===== config.mk =====
export PLATFORM = sky130hd
export DESIGN_NAME = lincomb_pipe
export DESIGN_NICKNAME = d
export VERILOG_FILES = /design/src/rtl/lincomb_pkg.sv /design/src/rtl/lincomb_add_stage.sv /design/src/rtl/lincomb_pipe.sv
export SDC_FILE = /design/constraint.sdc
export NUM_CORES = 1
export LEC_CHECK = 0
export ABC_CLOCK_PERIOD_IN_PS = 5300
export CORE_UTILIZATION = 60
export DETAILED_ROUTE_END_ITERATION = 12
export HOLD_SLACK_MARGIN = 0.1
export PLACE_DENSITY = 0.82
export RECOVER_POWER = 50
export SYNTH_ARGS = -nofsm -noshare
export SYNTH_HDL_FRONTEND = slang
export SYNTH_SLANG_ARGS = --single-unit

===== constraint.sdc =====
create_clock -name clk -period 5.3 [get_ports clk]
set_input_delay 1.59 -clock clk [delete_from_list [all_inputs] [get_ports clk]]
set_output_delay 1.59 -clock clk [all_outputs]
set_load 0.02 [all_outputs]

===== src/rtl/lincomb_pkg.sv =====
// ============================================================================
// lincomb_pkg : shared widths, latency helper and types for lincomb_pipe
// Rev 1.0
// ============================================================================
`default_nettype none

package lincomb_pkg;

  localparam int DEF_N_TERMS = 4;
  localparam int DEF_IN_W    = 8;
  localparam int DEF_COEF_W  = 5;
  localparam int DEF_ACC_W   = 20;
  localparam int DEF_OUT_W   = 16;

  // Config address that selects the bias register (one past the last coefficient)
  localparam int BIAS_ADDR = DEF_N_TERMS;

  typedef logic signed [DEF_COEF_W-1:0]         coef_t;
  typedef logic signed [DEF_IN_W+DEF_COEF_W:0]  prod_t;
  typedef logic signed [DEF_ACC_W-1:0]          acc_t;

  // Register stages: product capture plus one per adder-tree level
  function automatic int lincomb_lat(input int n_terms);
    return 1 + $clog2(n_terms + 1);
  endfunction

endpackage

`default_nettype wire


===== src/rtl/lincomb_add_stage.sv =====
// ============================================================================
// lincomb_add_stage : one registered adder-tree level, pairs N_IN sums down to N_IN/2
// Rev 1.0
// ============================================================================
`default_nettype none

module lincomb_add_stage
  import lincomb_pkg::*;
#(
  parameter int N_IN  = 2,
  parameter int ACC_W = DEF_ACC_W
) (
  input  logic                      clk,
  input  logic                      rst,
  input  logic                      advance,
  input  logic                      in_valid,
  input  logic [N_IN*ACC_W-1:0]     in_sum,
  output logic                      out_valid,
  output logic [(N_IN/2)*ACC_W-1:0] out_sum
);

  always_ff @(posedge clk or negedge rst) begin
    if (!rst) begin
      out_valid <= 1'b0;
      out_sum   <= '0;
    end else if (advance) begin
      out_valid <= in_valid;
      for (int j = 0; j < N_IN/2; j++) begin
        out_sum[j*ACC_W +: ACC_W] <= in_sum[(2*j)*ACC_W +: ACC_W] + in_sum[(2*j+1)*ACC_W +: ACC_W];
      end
    end
  end

endmodule

`default_nettype wire


===== src/rtl/lincomb_pipe.sv =====
// ============================================================================
// lincomb_pipe : pipelined E = sum(k_i*X_i) + BIAS with valid/ready back-pressure.
// Optional LINCOMB_SAT_EN clamps out_data on overflow instead of wrapping.
// Rev 1.0
// ============================================================================
`default_nettype none

module lincomb_pipe
  import lincomb_pkg::*;
#(
  parameter int N_TERMS = DEF_N_TERMS,
  parameter int IN_W    = DEF_IN_W,
  parameter int COEF_W  = DEF_COEF_W,
  parameter int ACC_W   = DEF_ACC_W,
  parameter int OUT_W   = DEF_OUT_W
) (
  input  logic                           clk,
  input  logic                           rst,
  input  logic                           in_valid,
  output logic                           in_ready,
  input  logic [N_TERMS*IN_W-1:0]        in_data,
  input  logic                           cfg_we,
  input  logic [$clog2(N_TERMS+1)-1:0]   cfg_addr,
  input  logic [ACC_W-1:0]               cfg_data,
  output logic                           out_valid,
  input  logic                           out_ready,
  output logic [OUT_W-1:0]               out_data,
  output logic                           out_ovf,
  output logic                           busy
);

  localparam int AW       = $clog2(N_TERMS + 1);
  localparam int LEVELS   = lincomb_lat(N_TERMS) - 1;
  localparam int LEAVES   = 1 << LEVELS;
  localparam int PROD_W   = IN_W + COEF_W + 1;
  localparam int BIAS_SEL = N_TERMS;

  // Bit offset of tree level l inside the flat bus (levels stored back to back)
  function automatic int lvl_off(input int l);
    return (2*LEAVES - 2*(LEAVES >> l)) * ACC_W;
  endfunction

  logic signed [COEF_W-1:0] coef [N_TERMS];
  logic signed [ACC_W-1:0]  bias;
  logic signed [PROD_W-1:0] prod [N_TERMS];
  logic signed [ACC_W-1:0]  leaf_q [N_TERMS+1];
  logic                     s1_valid;
  logic                     advance;
  logic signed [ACC_W-1:0]  sum;

  wire [(2*LEAVES-1)*ACC_W-1:0] tree;
  wire [LEVELS:0]               vld;

  assign advance   = ~out_valid | out_ready;
  assign in_ready  = advance;
  assign vld[0]    = s1_valid;
  assign out_valid = vld[LEVELS];
  assign busy      = |vld;

  always_ff @(posedge clk or negedge rst) begin
    if (!rst) begin
      for (int i = 0; i < N_TERMS; i++) coef[i] <= '0;
      bias <= '0;
    end else if (cfg_we) begin
      for (int i = 0; i < N_TERMS; i++) begin
        if (cfg_addr == AW'(i)) coef[i] <= cfg_data[COEF_W-1:0];
      end
      if (cfg_addr == AW'(BIAS_SEL)) bias <= cfg_data;
    end
  end

  for (genvar i = 0; i < N_TERMS; i++) begin : g_prod
    logic signed [PROD_W-1:0] x_ext;
    logic signed [PROD_W-1:0] k_ext;
    assign x_ext   = $signed(PROD_W'(in_data[i*IN_W +: IN_W]));
    assign k_ext   = PROD_W'(coef[i]);
    assign prod[i] = x_ext * k_ext;
  end

  // Coefficients and bias are frozen into the sample here, so later writes never touch it
  always_ff @(posedge clk or negedge rst) begin
    if (!rst) begin
      s1_valid <= 1'b0;
      for (int i = 0; i <= N_TERMS; i++) leaf_q[i] <= '0;
    end else if (advance) begin
      s1_valid <= in_valid;
      if (in_valid) begin
        for (int i = 0; i < N_TERMS; i++) leaf_q[i] <= ACC_W'(prod[i]);
        leaf_q[N_TERMS] <= bias;
      end
    end
  end

  for (genvar i = 0; i < LEAVES; i++) begin : g_leaf
    if (i <= N_TERMS) begin : g_real
      assign tree[i*ACC_W +: ACC_W] = leaf_q[i];
    end else begin : g_pad
      assign tree[i*ACC_W +: ACC_W] = '0;
    end
  end

  for (genvar l = 0; l < LEVELS; l++) begin : g_level
    localparam int OFF_IN  = lvl_off(l);
    localparam int OFF_OUT = lvl_off(l + 1);
    localparam int N_IN    = LEAVES >> l;
    lincomb_add_stage #(
      .N_IN  (N_IN),
      .ACC_W (ACC_W)
    ) u_stage (
      .clk       (clk),
      .rst       (rst),
      .advance   (advance),
      .in_valid  (vld[l]),
      .in_sum    (tree[OFF_IN +: N_IN*ACC_W]),
      .out_valid (vld[l+1]),
      .out_sum   (tree[OFF_OUT +: (N_IN/2)*ACC_W])
    );
  end

  assign sum = tree[lvl_off(LEVELS) +: ACC_W];

  if (OUT_W < ACC_W) begin : g_ovf_chk
    logic [ACC_W-OUT_W:0] hi;
    assign hi      = sum[ACC_W-1:OUT_W-1];
    assign out_ovf = ~((&hi) | ~(|hi));
  end else begin : g_ovf_none
    assign out_ovf = 1'b0;
  end

`ifdef LINCOMB_SAT_EN
  assign out_data = !out_ovf ? sum[OUT_W-1:0] :
                    sum[ACC_W-1] ? {1'b1, {(OUT_W-1){1'b0}}} : {1'b0, {(OUT_W-1){1'b1}}};
`else
  assign out_data = sum[OUT_W-1:0];
`endif

endmodule

`default_nettype wire


Word-level counts from Yosys, hierarchy flattened
Index checks and enable logic that the tools add are counted.
Operators by class
  $add $sub $neg: 4
  equality and inequality tests: 4
  multiply operators: 4
  reductions and logical operators: 10
  bitwise gates (word level): 5
Operators by type and width (number)
  $mul 9x5->14: 4
  $add 20x20->20: 2
  $add 14x14->15: 2
  $reduce_and 2->1: 6
  $eq 3x2->1 const B: 2
  $reduce_and 5->1: 1
  $reduce_or 5->1: 1
  $reduce_or 4->1: 1
  $eq 3x1->1 const B: 1
  $eq 3x3->1 const B: 1
  $logic_not 3->1: 1
  $not 1->1: 3
  $or 1x1->1: 2
Storage, ports and cells
  word-level logic and storage cells: 44
  register bits: 240
  output and inout port bits: 20

Depth between registers and ports, before layout
  word-level depth: 4
  depth in mapped cells: 16
  mapped depth without buffers: 16

Cells and area by module
Synthesis repeated with hierarchy kept, for this count alone.
Second synthesis, totals
  cell total of the unflattened synthesis: 2313
  area total of the unflattened synthesis: 21728.3 um2
By module, submodules not included
  lincomb_pipe: cells an instance 1061, instances 1, area an instance 9844.4 um2
  lincomb_add_stage at g_level[0].u_stage: cells an instance 674, instances 1, area an instance 6538.8 um2
  lincomb_add_stage at g_level[1].u_stage: cells an instance 369, instances 1, area an instance 3434.5 um2
  lincomb_add_stage at g_level[2].u_stage: cells an instance 209, instances 1, area an instance 1910.6 um2

Worst setup path after synthesis
Ideal clock, no wire load.
  kind: in2reg
  start point: input port in_data[0]
  end point: register leaf_q[92] in the netlist's numbering
  library setup time: 0.146 ns
  required time: 5.154 ns
  slack: 0.308 ns
  arrival: 4.846 ns
  cell stages on the path: 13
  buffers on the path: 0
  cells stage by stage: nand2b_1 -> fa_1 -> fa_1 -> fa_1 -> inv_1 -> ha_1 -> a21o_1 -> a21o_1 -> a211oi_1 -> o21bai_1 -> a31oi_1 -> mux2i_1 -> o311ai_0
Between the ends
  word-level cells in the longest chain between the ends: 1
RTL lines
  from (decl): line lincomb_pipe.sv:21  | input logic [N_TERMS*IN_W-1:0] in_data,
  $mul 9x5->14: line lincomb_pipe.sv:77  | assign prod[i] = x_ext * k_ext;
  to (signal, indexed assignment): line lincomb_pipe.sv:89  | leaf_q[N_TERMS] <= bias;
  to (decl): line lincomb_pipe.sv:46  | logic signed [ACC_W-1:0] leaf_q [N_TERMS+1];
No other way between the ends.
A chain may end at the register's enable or synchronous reset.

Worst setup path in the final report
  start point: input port in_data[24]
  end point: register, netlist name leaf_q[33]
Between the ends
  word-level cells in the longest chain between the ends: 1
RTL lines (line)
  $mul 9x5->14: lincomb_pipe.sv:77
No other way between the ends.

==> impl_results.md <==
* Multi-input gate area at 0.0100 mm^2
* Final slew viol count at between 100 and 150
* PortBufs at 79
* Crit path required time at 5.76 ns
* Largest cells by area after synthesis: dfrtp_1, ha_1, fa_1
* Worst Skew at between 0.015 and 0.02 ns
* Violated checks: capacitance limit, slew limit
* Num rows at 60
* Multiplexer area fraction after synthesis at 2.61%
* Fillers at about 2.1k
* Initial antenna violation count at 0
* Post-synth top area cell: dfrtp_1
* Clock period minus worst slack at 5.14 ns
* CP max-delay cell: fa_1
* Period utilization at a little over nine tenths
* Number of flops mapped to enable cells by yosys at 0
* Ratio of cells with drive above 1 in the final layout at 7.93%
* Mean Syn Cell Area at 9.07 um^2
* Kind of critical path: in -> reg
* FMAX at between 150 and 200 MHz
* Gate Count Post-Synth at roughly 1.8k
* Post-synth top area share at 34.4%
* Flops & latches, synth at between 200 and 250
* CP dominant cell by count: fa_1
* First-pass iteration count of the detailed router at 5
* N_diodes at 0
* CP peak stage delay at approximately 0.54 ns
* Largest family of logic cells by synthesized area: adder cells
* Area share of fa/ha/maj cells after synthesis at 22.6%
* HPWL after detailed placement at between 20 and 30 mm
* Synth cell types at between 50 and 60
* Clock slew at reported path FFs at ~0.06 ns
* 1st-iter DRT viols at ~1.1k
* CTS root buf: clkbuf_16
* CP Cell Sequence: clkdlybuf4s50_1 > nand2b_1 > fa_1 > fa_1 > fa_1 > fa_1 > nor2b_1 > o21ai_0 > a21boi_1 > o31a_1 > o211ai_1 > a2111oi_1 > nand3b_1
* FF+latch area at 0.00576 mm^2
* Crit. End Element: flip-flop
* Residual DRC count at 0
* Simple-Gate Fraction of Synth Area at 18.4%
* Worst-skew pair later-pin latency at 0.54 ns
* Area delta synth->final at 13.9%
* Worst rel slew slack at -115%
* Max Cap Violations at 1
* Reg power frac at between 20% and 30%
* ANT nets after route at 0
* RSZ-0062 raised after global routing: yes
* Placer congestion estimate at between 0.9 and 1
* Overflow after GRT at 0
* Placed cell count at between 2k and 2.5k
* Hold Crit Class: reg -> reg
* Synth Area in XOR/XNOR at 2.77%
* Die Wd at about 170 um
* Post-Syn Nets at 2160
* DRT Wirelength at between 30 and 40 mm
* Crit path max fanout at 3
* H-tree levels at 1
* Combinational power share at 57.3%
* Compound-Gate Fraction of Synth Area at between 10% and 20%
* Routed via count at 13.1k
* Status: finished with violations
* Vias in the first global route at ~13k
* CTS Buffer Depth at 3
* Clock Power Share at 15.9%
* Internal power at about 0.0067 W
* VDD IR-drop max at about 300 uV
* Seq/Total Area, Yosys at between 30% and 40%
* CTS tree: yes
* PnR Total Power at between 0.01 and 0.015 W
* Post-Layout Cell Count at 2339
* Initial Util at 61.6%
* Sw power at 0.00502 W
* Num CTS Buffers at 26
* Largest net degree at the start of global routing at around 130
* Sum Neg Setup Slack at 0 ns
* Top cells by count, synth: nand2_1, dfrtp_1, inv_1
* Asr flop ratio synth at between 90% and 100%
* # IOs at 80
* Leak pwr at ~9.5 nW
* Final layout net count at about 2.3k
* Die height at ~170 um
* Die Area at ~0.029 mm^2
* Clock Sinks at 230
* DR WL/cell at between 15 and 20 um
* CP Launch Type: input port
* GR Util All Layers at a little over a quarter
* Arrival @ worst endpoint at between 5 and 6 ns
* Core ar. at about 0.027 mm^2
* Sw Ratio at 43.0%
* Predominant post-synthesis flop cell: dfrtp_1
* Yosys warnings at 0
* Final setup viols at 0
* First-pass GRT wire length at between 60 and 70 mm
* DR vias/cell at roughly 5.6
* Pwr Density at approximately 610 mW/mm^2
* Fin. Hold Viols at 0
* Post-Syn Area at 0.0167 mm^2
* Most common cell in the netlist: nand2_1
* Worst Max-Slew Pin Slew at between 3 and 4 ns
path summary, 6_finish.rpt:
check | startpoint | to | slack [ns] | depth (start not counted)
max | in_data[24] | leaf_q[33] | 0.16 | 13
min in group asynchronous | rst | g_level[2].u_stage.out_sum[17] | 2.12 | 1
min | bias[0] | leaf_q[0] | 0.47 | 2
max in group asynchronous | rst | bias[7] | 0.78 | 2
min reg2reg | bias[0] | leaf_q[0] | 0.47 | 2
max reg2reg | coef[4] | leaf_q[33] | 1.09 | 15
power by group through the flow:
stage	Sequential, W	Combinational (W)	Clock (W)
final	0.00314	0.00669	0.00186
after CTS	0.00313	0.00667	0.00188
after detailed placement	0.00315	0.00657	0
after global routing	0.00322	0.00757	0.00195
after global placement	0.00313	0.00631	0
after floorplan	0.00291	0.00501	0
registers in the layout, indices dropped and copies added, names as in the netlist:
| signal | cells |
|---|---|
| g_level.u_stage.out_valid | 3 |
| bias | 20 |
| coef | 20 |
| s1_valid | 1 |
| g_level.u_stage.out_sum | 110 |
| leaf_q | 76 |
metrics by stage:
step | cell area, um^2 | hold slack, ns | setup WS, ns | utilization, %
after floorplan | 16700 | 0.435 | 0.308 | -
after global placement | 18200 | 0.450 | -0.233 | 66.9
after detailed placement | 18200 | 0.456 | -0.409 | 66.9
after CTS | 19100 | 0.457 | 0.132 | 70.2
after global routing | 19100 | 0.484 | -0.0644 | 70.1
final | 19100 | 0.465 | 0.164 | 70.1
area by class of cell:
type / instances / share of cell area, %
flip-flops and latches: 230 / 30.2
multi-input cells: 1370 / 52.6
repair buffers: 139 / 6.45
clock inverters: 13 / 0.886
well taps: 372 / 2.44
inverters: 180 / 3.55
clock buffers: 35 / 3.85
worst max-delay path: cells and delay by family:
| kind | cells | cell delay (ns) |
|---|---|---|
| AOI/OAI and AO/OA | 5 | 1.10 |
| adders and majority gates | 4 | 2.04 |
| buffers and inverters | 1 | 0.42 |
| and+or+nand+nor | 3 | 0.46 |
routing by layer:
metal / global-route usage [%] / vias to the layer above / wire (um)
met5: 0 / - / 0
met2: 46.9 / 315 / 18100
li1: - / 6393 / -
met1: 34.9 / 6317 / 16000
met3: 2.90 / 73 / 1450
met4: 7.64 / 0 / 1080
layout by cell type (no fill, tap or decap), types with 11 or more instances in the layout:
| cell type | count |
|---|---|
| o21a_1 | 25 |
| nor3_1 | 23 |
| a31oi_1 | 17 |
| a21oi_1 | 77 |
| ha_1 | 174 |
| o31ai_1 | 21 |
| nand3_1 | 16 |
| o21ai_0 | 88 |
| dfrtp_1 | 230 |
| nand2b_1 | 22 |
| buf_4 | 57 |
| clkdlybuf4s50_1 | 76 |
| a211oi_1 | 18 |
| a21o_1 | 39 |
| clkbuf_16 | 26 |
| nand2_1 | 365 |
| and2_1 | 91 |
| xnor2_1 | 19 |
| nor2b_1 | 13 |
| xor2_1 | 34 |
| fa_1 | 80 |
| o211ai_1 | 11 |
| inv_1 | 179 |
| mux2_2 | 37 |
| nor2_1 | 93 |
cells by family after synthesis:
family,Yosys count
buf+inv,246
fa+ha+maj,254
xor+xnor,53
flops,230
compound gates,349
simple gates,675
mux,39
timing repair:
item / in CTS / in global routing
buffers inserted: 0 / 0
hold buffers: 0 / 0
resized for setup: 0 / 3
endpoints found under the hold margin: 0 / 0
setup endpoints to repair: 0 / 3
(Power assumes the default switching activity.)
